[src/rtl/token_sink.sv]
// Token sink: synchronises an asynchronous Send_in request, acknowledges it
// with a fixed-length active-low Ack_out pulse, counts completed handshakes
// in two-digit BCD and multiplexes the count onto a 2-digit 7-segment display.
module token_sink #(
  parameter int unsigned SYNC_STAGES = 2,
  parameter int unsigned ACK_HOLD    = 4,
  parameter int unsigned SCAN_DIV    = 50000
) (
  input  logic       CLK,
  input  logic       RST,
  input  logic       Send_in,
  input  logic       CLR,
  output logic       Ack_out,
  output logic [7:0] TOKEN_CNT,
  output logic       OVF,
  output logic [7:0] nHEX,
  output logic [1:0] nDIG
);

  localparam int unsigned HOLD_W = 8;
  localparam int unsigned SCAN_W = $clog2(SCAN_DIV);

  typedef enum logic [1:0] {
    IDLE     = 2'd0,
    ACK      = 2'd1,
    WAIT_REL = 2'd2
  } state_t;

  logic [SYNC_STAGES-1:0] sync_q;
  logic                   prev_q;
  logic                   sync_s_c;
  logic                   req_c;

  state_t                 state_q, state_next_c;
  logic [HOLD_W-1:0]      hold_q, hold_next_c;
  logic                   inc_c;

  logic [7:0]             cnt_next_c;
  logic                   ovf_next_c;

  logic [SCAN_W-1:0]      scan_q, scan_next_c;
  logic [1:0]             dig_next_c;
  logic                   tens_act_c;
  logic [3:0]             digit_c;
  logic [7:0]             hex_next_c;

  // Active-low 7-segment decode, bit order g,f,e,d,c,b,a.
  function automatic logic [6:0] seg_decode(input logic [3:0] d);
    logic [6:0] s;
    case (d)
      4'd0:    s = 7'b1000000;
      4'd1:    s = 7'b1111001;
      4'd2:    s = 7'b0100100;
      4'd3:    s = 7'b0110000;
      4'd4:    s = 7'b0011001;
      4'd5:    s = 7'b0010010;
      4'd6:    s = 7'b0000010;
      4'd7:    s = 7'b1111000;
      4'd8:    s = 7'b0000000;
      4'd9:    s = 7'b0010000;
      default: s = 7'b1111111;
    endcase
    return s;
  endfunction

  assign sync_s_c = sync_q[SYNC_STAGES-1];
  assign req_c    = prev_q & ~sync_s_c;

  // Synchroniser chain and edge history; both idle high so a level held low
  // through reset is seen as a fresh request.
  always_ff @(posedge CLK) begin
    if (RST) begin
      sync_q <= '1;
      prev_q <= 1'b1;
    end else begin
      sync_q <= {sync_q[SYNC_STAGES-2:0], Send_in};
      prev_q <= sync_s_c;
    end
  end

  // Handshake next-state: count on IDLE->ACK, hold ACK, wait for release.
  always_comb begin
    state_next_c = state_q;
    hold_next_c  = hold_q;
    inc_c        = 1'b0;
    case (state_q)
      IDLE: begin
        if (req_c) begin
          state_next_c = ACK;
          hold_next_c  = '0;
          inc_c        = 1'b1;
        end
      end
      ACK: begin
        if (hold_q == HOLD_W'(ACK_HOLD - 1)) begin
          state_next_c = WAIT_REL;
        end else begin
          hold_next_c = hold_q + HOLD_W'(1);
        end
      end
      WAIT_REL: begin
        if (sync_s_c) begin
          state_next_c = IDLE;
        end
      end
      default: state_next_c = IDLE;
    endcase
  end

  // BCD count and sticky overflow; a simultaneous clear and count yields 01.
  always_comb begin
    cnt_next_c = TOKEN_CNT;
    ovf_next_c = OVF;
    if (CLR) begin
      cnt_next_c = 8'h00;
      ovf_next_c = 1'b0;
    end
    if (inc_c) begin
      if (CLR) begin
        cnt_next_c = 8'h01;
      end else if (TOKEN_CNT[3:0] == 4'd9) begin
        if (TOKEN_CNT[7:4] == 4'd9) begin
          cnt_next_c = 8'h00;
          ovf_next_c = 1'b1;
        end else begin
          cnt_next_c = {TOKEN_CNT[7:4] + 4'd1, 4'd0};
        end
      end else begin
        cnt_next_c = {TOKEN_CNT[7:4], TOKEN_CNT[3:0] + 4'd1};
      end
    end
  end

  // Display scan; segments are decoded from next-cycle values so nHEX always
  // matches the nDIG and TOKEN_CNT it is registered alongside.
  always_comb begin
    scan_next_c = scan_q + SCAN_W'(1);
    dig_next_c  = nDIG;
    if (scan_q == SCAN_W'(SCAN_DIV - 1)) begin
      scan_next_c = '0;
      dig_next_c  = ~nDIG;
    end
    tens_act_c = ~dig_next_c[1];
    digit_c    = tens_act_c ? cnt_next_c[7:4] : cnt_next_c[3:0];
    hex_next_c = {~(tens_act_c & ovf_next_c), seg_decode(digit_c)};
  end

  // State and output registers.
  always_ff @(posedge CLK) begin
    if (RST) begin
      state_q   <= IDLE;
      hold_q    <= '0;
      Ack_out   <= 1'b1;
      TOKEN_CNT <= 8'h00;
      OVF       <= 1'b0;
      scan_q    <= '0;
      nDIG      <= 2'b10;
      nHEX      <= 8'hC0;
    end else begin
      state_q   <= state_next_c;
      hold_q    <= hold_next_c;
      Ack_out   <= (state_next_c != ACK);
      TOKEN_CNT <= cnt_next_c;
      OVF       <= ovf_next_c;
      scan_q    <= scan_next_c;
      nDIG      <= dig_next_c;
      nHEX      <= hex_next_c;
    end
  end

endmodule
[config.mk]
export PLATFORM = sky130hd
export DESIGN_NAME = token_sink
export DESIGN_NICKNAME = d
export VERILOG_FILES = /design/src/rtl/token_sink.sv
export SDC_FILE = /design/constraint.sdc
export NUM_CORES = 1
export LEC_CHECK = 0
export BUFFER_PORTS_ARGS = -buffer_cell sky130_fd_sc_hd__buf_2
export CAP_MARGIN = 20
export CELL_PAD_IN_SITES_DETAIL_PLACEMENT = 1
export CELL_PAD_IN_SITES_GLOBAL_PLACEMENT = 1
export CORE_AREA = 2 2 79 81
export CTS_CLUSTER_DIAMETER = 50
export DETAILED_ROUTE_END_ITERATION = 10
export DIE_AREA = 0 0 81 83
export GPL_TIMING_DRIVEN = 0
export PLACE_DENSITY = 0.71
export SYNTH_ARGS = -nofsm -noshare
export SYNTH_HDL_FRONTEND = slang
export SYNTH_SLANG_ARGS = --single-unit
[constraint.sdc]
create_clock -name CLK -period 2.65 [get_ports CLK]
set_clock_uncertainty 0.1 [all_clocks]
set_input_delay 0.795 -clock CLK [delete_from_list [all_inputs] [get_ports CLK]]
set_output_delay 0.795 -clock CLK [all_outputs]
set_load 0.03 [all_outputs]
# Yosys cells after proc, flatten, opt, wreduce, memory -nomap -nowiden
# Memories as Yosys holds them, arrays and structs flattened. A register that Yosys moved wholly into a read port is not among the register bits.
# Cells that the tools add are included.
dict set report op_classes {
  reduce_logical 4
  bitwise 6
  n_mux 21
  n_eq_ne 9
  add_sub_neg 4
}
# op n
set ops {}
lappend ops {{$mux W8} 7}
lappend ops {{$add A16 B1 Y16 const B} 1}
lappend ops {{$eq A16 B16 Y1 const B} 1}
lappend ops {{$pmux W8 S2} 1}
lappend ops {{$add A4 B1 Y4 const B} 2}
lappend ops {{$add A8 B1 Y8 const B} 1}
lappend ops {{$eq A4 B4 Y1 const B} 2}
lappend ops {{$eq A8 B2 Y1 const B} 1}
lappend ops {{$mux W2} 4}
lappend ops {{$mux W1} 7}
lappend ops {{$pmux W2 S3} 1}
lappend ops {{$mux W4} 1}
lappend ops {{$ne A2 B2 Y1 const B} 2}
lappend ops {{$not A1 Y1} 3}
lappend ops {{$reduce_and A3 Y1} 1}
lappend ops {{$and A1 B1 Y1} 2}
lappend ops {{$eq A2 B1 Y1 const B} 1}
lappend ops {{$eq A2 B2 Y1 const B} 1}
lappend ops {{$logic_not A2 Y1} 1}
lappend ops {{$ne A2 B1 Y1 const B} 1}
lappend ops {{$not A2 Y2} 1}
lappend ops {{$reduce_bool A2 Y1} 1}
lappend ops {{$reduce_or A2 Y1} 1}
dict set report totals {
  ff_bits 49
  mem_bits_ro 112
  output_inout_bits 20
  memories 1
  input_bits 4
  wordCells 56
}
# name depth word_bits rd rd_ports_with_merged_regs wr line_no
set mem_list {}
lappend mem_list {{(no name shown)} 16 7 1 1 0 50} ;# case (d)

# Longest topological paths before layout
# Gate-level depths: netlist of the first run.
dict set report depth {
  ltp_word 7
  depth_mapped 10
}

# Worst setup path before layout of the first run
# OpenSTA, ideal clock, no wires.
dict set report synth_path {
  path_type {reg2reg}
  start {register TOKEN_CNT[0]}
  end {register nHEX[3]}
  setup_time_ns 0.140
  t_arrival_ns 2.431
  period_less_slack_ns 2.670
  stages_incl_launch_ff 10
  slack_ns -0.020
  n_path_buf 0
  required_time_ns 2.410
  cell_sequence {dfxtp_1 -> ha_1 -> nand3b_1 -> or4_1 -> a21o_1 -> mux2_4 -> ha_1 -> inv_1 -> mux2i_1 -> a21oi_1}
}
dict set report synth_via {
  elab_chain_len 5
  word_cells_on_any_way 7
  cone_classes {add/sub (1); eq/ne (1); mux (5)}
}
# element line_no
set synth_rtl {}
lappend synth_rtl {{from (decl)} 14} ;# output logic [7:0] TOKEN_CNT,
lappend synth_rtl {{from (signal assigned)} 163} ;# TOKEN_CNT <= cnt_next_c;
lappend synth_rtl {{$add A4 B1 Y4 / $eq A4 B4 Y1 (equally long branches)} {129, 121}}
lappend synth_rtl {{$mux W8} 121} ;# end else if (TOKEN_CNT[3:0] == 4'd9) begin
lappend synth_rtl {{$mux W8} 119} ;# if (CLR) begin
lappend synth_rtl {{$mux W8 (*)} 118} ;# if (inc_c) begin
lappend synth_rtl {{$mux W4 (*)} 144} ;# digit_c = tens_act_c ? cnt_next_c[7:4] : cnt_next_c[3:0];
lappend synth_rtl {{to (decl)} 16} ;# output logic [7:0] nHEX,
# Every way passes the cells marked *; elsewhere a longest branch is shown, timed or not.
# A chain may end at the register's enable or synchronous reset.

# Worst setup path after layout of the first run
dict set report layout_path {
  start {register state_q[1]}
  end {register nHEX[3]}
}
dict set report layout_via {
  elab_chain_len 4
}
# element line_no
set layout_rtl {}
lappend layout_rtl {{from (decl)} 34} ;# state_t state_q, state_next_c;
lappend layout_rtl {{from (signal assigned)} 160} ;# state_q <= state_next_c;
lappend layout_rtl {{$logic_not A2 Y1} 86} ;# case (state_q)
lappend layout_rtl {{$mux W1} 86}
lappend layout_rtl {{$mux W8} 118}
lappend layout_rtl {{$mux W4} 144}
# No other way between the ends.

==> results of run 1 <==
-- where the power goes --
part	total, mW	internal (mW)	switching [mW]
combinational	0.0791	0.0286	0.0505
sequential	0.757	0.747	0.00959
clock	0.442	0.208	0.234
total	1.28	0.983	0.294
-- layer usage --
metal | vias to the layer above | track usage, % | share of wire [%]
li1 | 940 | - | -
met1 | 910 | 21.8 | 47
met2 | 18 | 28.5 | 49
met3 | 6 | 3.37 | 2.2
met4 | 0 | 6.93 | 1.9
met5 | - | 0 | 0
-- logic make-up (layout without fill, tap and decap cells) --
group	count (synthesis)	after routing	share of synthesized area, %
fa+ha+maj	11	11	5.97
mux	9	9	4.40
simple gates	106	106	24.8
buf+inv	17	56	3.20
flops	49	49	42.6
compound gates	35	35	9.83
xor+xnor	22	22	9.18
-- metrics by stage --
stage                     total power [mW]  hold WS (ps)  cell area (um2)
after floorplan                      0.821           289             2300
after global placement               0.842           292             2510
after detailed placement             0.844           298             2510
after CTS                             1.30           319             2710
after global routing                  1.35           357             2790
final                                 1.28           316             2790
-- what timing repair did --
item	in CTS	in global routing
pin swaps	6	1
setup endpoints to repair	6	7
setup buffers	7	3
resized for setup	13	15
-- state kept, by name, summed over array words and instances (netlist names), 2 cells and up --
name       count
hold_q         8
TOKEN_CNT      8
scan_q        16
sync_q         2
nDIG           2
nHEX           8
state_q        2
-- cells in the mapped netlist (2+ instances only) --
library cell  count  area (um2)
and3b_1           2        17.5
nor2_1           34         128
ha_1             11         138
clkbuf_1          2        7.51
xnor2_1          10        87.6
o31ai_1           2        15.0
o21ai_0           6        30.0
a211oi_1          3        22.5
dfxtp_1          49         981
xor2_1           11        96.3
and2_1            4        25.0
and3_1           10        62.6
a21o_1            2        15.0
a31oi_1           3        18.8
mux2i_1           5        50.1
nand2_1          14        52.6
nor3_1            5        25.0
mux2_2            2        22.5
or2_2             3        18.8
nor4_1            2        12.5
nor2b_1           2        12.5
a21oi_1          12        60.1
nor4bb_1          2        20.0
inv_1            10        37.5
nand3_1          13        65.1
nand4_1           3        18.8
nand3b_1          2        15.0
-- worst min-delay path by stage --
stage | startpoint | to
global placement | sync_q[0] | sync_q[1]
detailed placement | sync_q[0] | sync_q[1]
finish | sync_q[0] | sync_q[1]
global route | sync_q[0] | sync_q[1]
floorplan | sync_q[0] | sync_q[1]
CTS | sync_q[0] | sync_q[1]
-- critical path: stages, from the launching register on --
cell and delay [ps]:
dfxtp_4 350, or4b_4 560, or4_4 530, a21o_1 180, mux2_4 320, ha_4 290
inv_2 30, mux2i_1 110, a21oi_1 80
-- layout make-up --
type / count / area (um2) / share of cell area (%)
Multi-Input combinational cell: 183 / 1360 / 48.7
Tap cell: 75 / 93.8 / 3.36
Buffer: 5 / 27.5 / 0.987
Timing Repair Buffer: 32 / 185 / 6.64
Sequential cell: 49 / 990 / 35.5
Inverter: 12 / 47.5 / 1.70
Clock buffer: 7 / 86.3 / 3.09
==> summary.txt, run 1 <==
effective utilization at floorplan - 39.6%
Reg-to-Reg Start - state_q[1]
post-route DRC violation count - 0
Setup Crit Path Kind - reg -> reg
number of enable-type register cells in the synthesized netlist - 0
overall overflow remaining after global route - 0
most common cell after layout, fill and taps aside - dfxtp_1
result of the run - finished with violations
worst hold path depth - 1
time the worst path needs with I/O delays and setup - 2670 ps
Avg Vias per Cell - 5.16
maximum vdd drop - 0.000240 V
Clk pin slew, worst setup/hold paths - 80 ps
post-placement setup slack - -169 ps
global-route wire length before repair - 9120 um
Util after Layout - 48.0%
Setup crit end kind - flip-flop
commonest cells after routing, fill and taps aside - dfxtp_1, nor2_1, buf_2, nand2_1, nand3_1
unrepaired setup endpoints after global routing - yes
antenna violation net count after detailed routing - 0
power density normalized to cell area - 458 mW/mm2
# rows - 28
net count of the mapped netlist - 264
number of max-cap violations - 0
endpoint of the most critical setup path - nHEX[3]
number of primary I/O pins - 24
launching element type of the critical path - flip-flop
count of TritonRoute iterations in the first routing pass - 4
number of nets at the end of the flow - 303
first-iteration detailed-routing DRC count - 51
worst min-delay path class - reg -> reg
R2R Path End - nHEX[3]
Worst R2R Setup Slack - -20 ps
peak clock frequency supported by timing - 375 MHz
slew at the pin with the worst max-slew slack - 595 ps
number of storage elements in the synthesis netlist - 49
final-report setup violation count - 1
clock root buffer - clkbuf_8
post-detail-place hpwl - 3650 um
clock buffers created by TritonCTS - 5
floorplan die area - 0.00672 mm2
violated checks - setup timing
minimum setup slack in the final design - -15.6 ps
count of input and output buffers - 22
largest driver fanout on the critical path - 6
clock insertion delay at the later pin of the skew report - 300 ps
number of antenna violations at the first check in global routing - 0
mean routed wirelength per cell - 14.3 um
Max Transition Viols Final - 0
number of vias in the routed layout - 1874
Filler cells - 728
leakage power figure - 1.12 nW
clock tree from TritonCTS - done
total clock sinks - 49
Cells after Synth - 249
core footprint - 0.00582 mm2
endpoints failing hold - 0
final setup TNS - -15.6 ps
Final Wtd Congestion - 0.746
ant diodes - 0
netlist area before placement - 0.00230 mm2
proportion of register bits with asynchronous set or reset after synthesis - 0%
Register-to-Register Path Depth - 8
maximum number of pins on one net before global-route repair - 14
register area share after synthesis - 42.6%
number of instances in the placed design - 346
routed wire length - 5190 um
area growth from synthesis to layout - 21.1%
Hold Buf Count CTS - 0
launching element of the worst setup path - state_q[1]
normalized max-slew margin - 60.2%
Synth Flop Type - dfxtp_1
fin cells - 363
H-tree lvl count - 2
number of global-route vias before repair - 1951
share of post-route cells with drive strength above 1 - 26.0%
period utilization - 101%
Die X-Extent - 81 um
Yosys Warn Count - 0
maximum count of clock buffers along a single path - 2
vertical die dimension - 83 um
number of unique standard cell types used by synthesis - 52
data required time of the worst path - 2720 ps
all-layer global routing usage - 17.3%
Avg Inst Size Synth - 9.25 um2
data arrival time of the critical path - 2740 ps
Power figures use the tool's default switching activity.
==> run 2: changes to the inputs <==
ABC_AREA = 1   (was default)
CORE_AREA = 2 2 85 87   (was 2 2 79 81)
DIE_AREA = 0 0 87 89   (was 0 0 81 83)
PLACE_DENSITY = default   (was 0.71)
PLACE_DENSITY_LB_ADDON = 0.1   (was default)
==> run 2 against run 1 <==
  * The flow now finishes without violations
  * Die area grew 15%
  * Cell area up 5.7%
  * Hold slack better by 5.0 ps
  * Synthesized cell count grew 45%
  * First-iteration DRC count is 41% higher
  * Via count increased by 24%
  * Fmax up 13%
  * Sequential cell count unchanged
  * Critical path type unchanged
  * Largest power group unchanged
==> summary.txt, run 2 <==
slew at the pin with the worst max-slew slack - 596 ps (+1.74 ps)
clock insertion delay at the later pin of the skew report - 300 ps (about the same)
total clock sinks - 49 (unchanged)
area fraction in and, or, nand and nor cells after synthesis - 41.3% (+17 points)
maximum vdd drop - 0.000165 V (-31%)
Setup crit end kind - flip-flop
routed wire length - 6090 um (+17%)
share of post-route cells with drive strength above 1 - 19.1% (-6.9 points)
Avg Vias per Cell - 4.92 (-4.7%)
largest register by flop count - scan_q
cell type with the largest total area after synthesis - dfxtp_1
Die X-Extent - 87 um (+7.4%)
first-iteration detailed-routing DRC count - 72 (+41%)
Hold Buf Count CTS - 0 (unchanged)
normalized max-slew margin - 60.2% (about the same)
library cell with the highest instance count after synthesis - nand2_1
maximum count of clock buffers along a single path - 2 (unchanged)
overall overflow remaining after global route - 0 (unchanged)
H-tree lvl count - 2 (unchanged)
number of nets at the end of the flow - 406 (+34%)
number of max-cap violations - 0 (unchanged)
Avg Inst Size Synth - 7.24 um2 (-22%)
area share of fa/ha/maj cells after synthesis - 5.27% (-0.71 points)
proportion of register bits with asynchronous set or reset after synthesis - 0% (unchanged)
critical path's slowest cell - dfxtp_1
result of the run - complete, no violations
all-layer global routing usage - 17.3% (+0.018 points)
count of TritonRoute iterations in the first routing pass - 4 (unchanged)
main combinational cell family by area after synthesis - simple AND/OR/NAND/NOR gates
number of enable-type register cells in the synthesized netlist - 0 (unchanged)
final setup TNS - 0 ps (+15.6 ps)
Largest register FFs - 16 (unchanged)
leakage power figure - 1.31 nW (+17%)
Clk pin slew, worst setup/hold paths - 90 ps (about the same)
number of global-route vias before repair - 2230 (+14%)
Multi-input gate area - 0.00144 mm2 (+5.9%)
final-report setup violation count - 0 (-1)
count of input and output buffers - 23 (+4.5%)
clock root buffer - clkbuf_8
Final Wtd Congestion - 0.752 (+0.80%)
data arrival time of the critical path - 2500 ps (-240 ps)
Filler cells - 894 (+23%)
time the worst path needs with I/O delays and setup - 2360 ps (-305 ps)
number of instances in the placed design - 464 (+34%)
global-route wire length before repair - 10600 um (+16%)
net count of the mapped netlist - 376 (+42%)
post-route DRC violation count - 0 (unchanged)
Max Transition Viols Final - 0 (unchanged)
post-synthesis compound-gate area fraction - 7.33% (-2.5 points)
Synth top area share - 37.5% (-5.0 points)
cell types with the largest area share after synthesis - dfxtp_1, nand2_1, nand3_1
area growth from synthesis to layout - 12.9%
fin cells - 472 (+30%)
xor/xnor cell area share of the yosys netlist - 1.01% (-8.2 points)
register area share after synthesis - 37.5% (-5.0 points)
netlist area before placement - 0.00261 mm2 (+13%)
mean routed wirelength per cell - 12.9 um (-9.8%)
number of vias in the routed layout - 2322 (+24%)
period utilization - 89.1% (-11 points)
crit-path cells - ha_1 > nand2_1 > nor2_4 > nand2_1 > o21ai_1 > nand3_1 > nand2_2 > inv_1 > ha_1 > nand3_1 > nand3_1 > a21oi_2
post-detail-place hpwl - 4780 um (+31%)
antenna violation net count after detailed routing - 0 (unchanged)
# rows - 30 (+7.1%)
clock tree from TritonCTS - done
most instantiated cells after synthesis - nand2_1, dfxtp_1, nor2_1
Synth Flop Type - dfxtp_1
worst min-delay path class - reg -> reg
number of primary I/O pins - 24 (unchanged)
Setup Crit Path Kind - reg -> reg
power density normalized to cell area - 478 mW/mm2 (+4.3%)
core footprint - 0.00672 mm2 (+16%)
vertical die dimension - 89 um (+7.2%)
ant diodes - 0 (unchanged)
launching element type of the critical path - flip-flop
CP peak stage delay - 450 ps (-110 ps)
number of storage elements in the synthesis netlist - 49 (unchanged)
mux cell area share after synthesis - 0% (-4.4 points)
floorplan die area - 0.00774 mm2 (+15%)
maximum number of pins on one net before global-route repair - 15 (+1)
effective utilization at floorplan - 38.9% (-0.73 points)
data required time of the worst path - 2790 ps (+70 ps)
number of antenna violations at the first check in global routing - 0 (unchanged)
Cells after Synth - 361 (+45%)
register area - 981 um2 (-0.88%)
Design Power - 1.41 mW (+10%)
Yosys Warn Count - 0 (unchanged)
commonest cells after routing, fill and taps aside - nand2_1, dfxtp_1, nor2_1, inv_1, nand3_1
most common cell after layout, fill and taps aside - nand2_1
largest driver fanout on the critical path - 6 (unchanged)
endpoints failing hold - 0 (unchanged)
unrepaired setup endpoints after global routing - no
clock buffers created by TritonCTS - 5 (unchanged)
peak clock frequency supported by timing - 424 MHz (+13%)
worst hold slack across all endpoints - 321 ps (+4.96 ps)
most common cell type on the critical path - nand3_1
number of unique standard cell types used by synthesis - 35 (-33%)
## run 2: cell types whose count changed in the layout (fill, tap and decap cells not counted), sizes merged, moves of 4 or more
cell / before / now
or2: 3 / 9
inv: 11 / 46
nand4: 3 / 7
and2: 4 / 0
a21oi: 13 / 25
and3: 10 / 0
nor2: 34 / 53
xnor2: 10 / 0
xor2: 12 / 3
mux2i: 6 / 0
buf: 35 / 26
nand2: 14 / 91
nand3: 13 / 40
## run 2: timing repair
action | CTS | global route
setup endpoints to repair | 0 | 1
setup buffers | 0 | 0
gates resized for setup | 0 | 1
## run 2: kinds of logic after synthesis
group,count (synthesis)
xor+xnor,3
compound gates,34
flops,49
buf+inv,51
fa+ha+maj,11
simple gates,213
## run 2: per-stage QoR
step                      instance area, um2  utilization, %  setup slack, ps
after floorplan                         2610               -              386
after global placement                  2830            42.1              101
after detailed placement                2830            42.1             84.1
after CTS                               2940            43.8              148
after global routing                    2950            43.9             16.6
final                                   2950            43.9              289
## run 2: worst paths after layout
kind         slack (ps)  cells past startpoint         to          from
max                 290                     12    nHEX[3]  TOKEN_CNT[0]
min reg2reg         320                      1  sync_q[1]     sync_q[0]
max reg2reg         290                     12    nHEX[3]  TOKEN_CNT[0]
min                 320                      1  sync_q[1]     sync_q[0]
## run 2: metal layers
metal  track usage [%]  up-vias  wire length, um
li1                  -     1210                -
met1              23.0     1090             2950
met2              28.9       15             2950
met3              3.51        7              125
met4              4.26        0               68
met5                 0        -                0
## run 2: area by class of cell
cell class	count	share of cell area, %
clock buffer	7	2.93
sequential	49	33.3
inverter	47	5.98
multi-input combinational	261	48.8
buffer	4	0.679
clock inverter	1	1.02
tap	80	3.39
timing repair buffer	23	3.90
## run 2: power by group
group | leakage [nW] | total, mW | internal, mW | switching, mW
logic | 0.859 | 0.0942 | 0.0281 | 0.0661
registers | 0.397 | 0.755 | 0.749 | 0.00678
clock network | 0.0585 | 0.559 | 0.308 | 0.250
## run 2: critical path: cells and delay by family (launching register included)
family / cells / cell delay [ps]
adder cells (fa/ha/maj): 2 / 490
buffers and inverters: 1 / 80
AO/OA/AOI/OAI: 2 / 340
AND/OR/NAND/NOR: 7 / 850
flip-flops: 1 / 450
==> run 3: changes to the inputs <==
CORE_AREA = 2 2 84 86   (was 2 2 85 87)
CTS_BUF_LIST = sky130_fd_sc_hd__clkbuf_4 sky130_fd_sc_hd__clkbuf_8   (was default)
DIE_AREA = 0 0 86 88   (was 0 0 87 89)
==> run 3 against run 2 <==
  * Via count down 0.30%
  * Fmax shrank 0.67%
  * Core utilization hardly changed
  * Hold slack worse by 0.98 ps
  * Sequential power about the same
  * Combinational power is essentially flat
  * Routed wire length fell by 0.41%
  * Sequential cell count did not move
  * Critical endpoint unchanged
  * Highest routed layer unchanged
==> summary.txt, run 3 (same netlist as run 2, synthesis figures left out) <==
data arrival time of the critical path - 2510 ps (about the same)
number of global-route vias before repair - 2313 (+3.7%)
Sw Share - 25.3% (+2.3 points)
area growth from synthesis to layout - 11.7%
worst hold path depth - 1 (unchanged)
most common cell after layout, fill and taps aside - nand2_1
post-detail-place hpwl - 4820 um (+0.98%)
count of input and output buffers - 23 (unchanged)
leakage power figure - 1.30 nW (-0.77%)
result of the run - complete, no violations
Comb power frac - 7.3% (+0.6 points)
slew at the pin with the worst max-slew slack - 577 ps (-19.2 ps)
global-route wire length before repair - 10600 um (+0.32%)
Util after Layout - 43.9% (+0.044 points)
number of primary I/O pins - 24 (unchanged)
Filler cells - 882 (-1.3%)
all-layer global routing usage - 17.4% (+0.071 points)
post-route DRC violation count - 0 (unchanged)
minimum setup slack in the final design - 273 ps (-16.0 ps)
# rows - 30 (unchanged)
antenna violation net count after detailed routing - 0 (unchanged)
unrepaired setup endpoints after global routing - no
final setup TNS - 0 ps (unchanged)
worst hold slack across all endpoints - 320 ps (-0.984 ps)
Setup crit end kind - flip-flop
effective utilization at floorplan - 39.3% (+0.44 points)
maximum number of pins on one net before global-route repair - 15 (unchanged)
Final Wtd Congestion - 0.759 (+0.97%)
Buf/Inv on CP - 2 (+1)
clock tree from TritonCTS - done
floorplan die area - 0.00757 mm2 (-2.3%)
CP top delay family - simple AND/OR/NAND/NOR gates
number of max-cap violations - 0 (unchanged)
Hold Buf Count CTS - 0 (unchanged)
number of vias in the routed layout - 2315 (-0.30%)
peak clock frequency supported by timing - 421 MHz (-0.67%)
crit-path cells - ha_1 > nand2_1 > inv_1 > nand2_2 > nor2_8 > nand3_4 > nand2_8 > nand3_1 > nand2_2 > inv_1 > ha_1 > nand3_1 > nand3_1 > a21oi_2
core footprint - 0.00664 mm2 (-1.1%)
critical path's slowest cell - dfxtp_1
Die X-Extent - 86 um (-1.1%)
Clk pin slew, worst setup/hold paths - 90 ps (about the same)
maximum vdd drop - 0.000148 V (-10%)
count of TritonRoute iterations in the first routing pass - 4 (unchanged)
H-tree lvl count - 2 (unchanged)
commonest cells after routing, fill and taps aside - nand2_1, dfxtp_1, nor2_1, inv_1, nand3_1
normalized max-slew margin - 61.5% (+1.3 points)
number of antenna violations at the first check in global routing - 0 (unchanged)
clock insertion delay at the later pin of the skew report - 300 ps (about the same)
P_sw - 328 uW (+1.4%)
number of instances in the placed design - 464 (unchanged)
mean routed wirelength per cell - 12.9 um (-0.41%)
Register-to-Register Path Depth - 14 (+2)
power density normalized to cell area - 445 mW/mm2 (-6.8%)
endpoints failing hold - 0 (unchanged)
routed wire length - 6070 um (-0.41%)
share of total power in the clock network - 34.6% (-5.1 points)
time the worst path needs with I/O delays and setup - 2380 ps (+16.0 ps)
launching element type of the critical path - flip-flop
clock root buffer - clkbuf_8
Avg Vias per Cell - 4.90 (-0.30%)
share of post-route cells with drive strength above 1 - 19.4% (+0.26 points)
total clock sinks - 49 (unchanged)
final-report setup violation count - 0 (unchanged)
Max Transition Viols Final - 0 (unchanged)
vertical die dimension - 88 um (-1.1%)
period utilization - 89.7% (+0.60 points)
overall overflow remaining after global route - 0 (unchanged)
post-placement setup slack - 87.4 ps (+3.23 ps)
internal power summed over all cells - 971 uW (-10%)
clock buffers created by TritonCTS - 5 (unchanged)
fin cells - 472 (unchanged)
Crit. path cell count - 14 (+2)
largest register by flop count - scan_q
Sequential Power Share - 58.2% (+4.6 points)
ant diodes - 0 (unchanged)
Largest register FFs - 16 (unchanged)
CP peak stage delay - 370 ps (-80 ps)
worst min-delay path class - reg -> reg
number of nets at the end of the flow - 406 (unchanged)
maximum count of clock buffers along a single path - 2 (unchanged)
Setup Crit Path Kind - reg -> reg
first-iteration detailed-routing DRC count - 61 (-15%)
largest driver fanout on the critical path - 8 (+2)
data required time of the worst path - 2780 ps (about the same)
most common cell type on the critical path - nand3_1
==> run 3: changes by cell type in the layout (fill, tap and decap cells not counted) <==
cell / before / now
clkbuf_4: 0 / 1
clkinv_2: 0 / 2
clkbuf_1: 2 / 1
bufinv_16: 1 / 0
clkbuf_8: 6 / 5
==> run 3: timing repair <==
item / CTS / global route
gates resized for setup: 0 / 1
endpoints found under the setup margin: 0 / 1
buffers inserted: 0 / 0
==> run 3: metrics by stage <==
step           power [mW]  instance area [um2]
4_1_cts              1.32                 2910
3_5_place_dp        0.870                 2830
6_report             1.30                 2920
3_3_place_gp        0.867                 2830
2_1_floorplan       0.840                 2610
5_1_grt              1.36                 2920
==> run 3: worst reg2reg max path, delay by kind of cell (launching register included) <==
family,cells,cell delay [ps]
flops,1,370
fa+ha+maj,2,480
compound gates,1,130
buf+inv,2,170
simple gates,9,1060
==> run 3: cell type report <==
cell class,instances,area (um2),share of cell area (%)
Multi-Input combinational cell,261,1440,49.3
Sequential cell,49,981,33.6
Inverter,47,176,6.04
Timing Repair Buffer,23,115,3.94
Tap cell,80,100,3.43
Clock buffer,6,76.3,2.61
Buffer,4,20.0,0.686
Clock inverter,2,10.0,0.343
==> run 3: worst paths after layout <==
check | start | end | slack, ps
worst max-delay path | scan_q[0] | nHEX[3] | 270
worst min-delay path | sync_q[0] | sync_q[1] | 320
worst max register to register | scan_q[0] | nHEX[3] | 270
worst min register to register | sync_q[0] | sync_q[1] | 320
==> run 3: layer usage <==
layer | track usage (%) | part of all wire, % | vias up
met1 | 21.6 | 47 | 1083
met4 | 4.33 | 0.77 | 0
met2 | 31.3 | 50 | 17
li1 | - | - | 1211
met5 | 0 | 0 | -
met3 | 2.83 | 2.1 | 4
==> run 3: power by group through the flow <==
stage               clock (mW)  combinational (mW)  sequential (mW)
finish                   0.449              0.0942            0.756
global route             0.499               0.108            0.758
CTS                      0.469              0.0963            0.756
detailed placement           0              0.0962            0.773
global placement             0              0.0943            0.773
floorplan                    0              0.0573            0.782
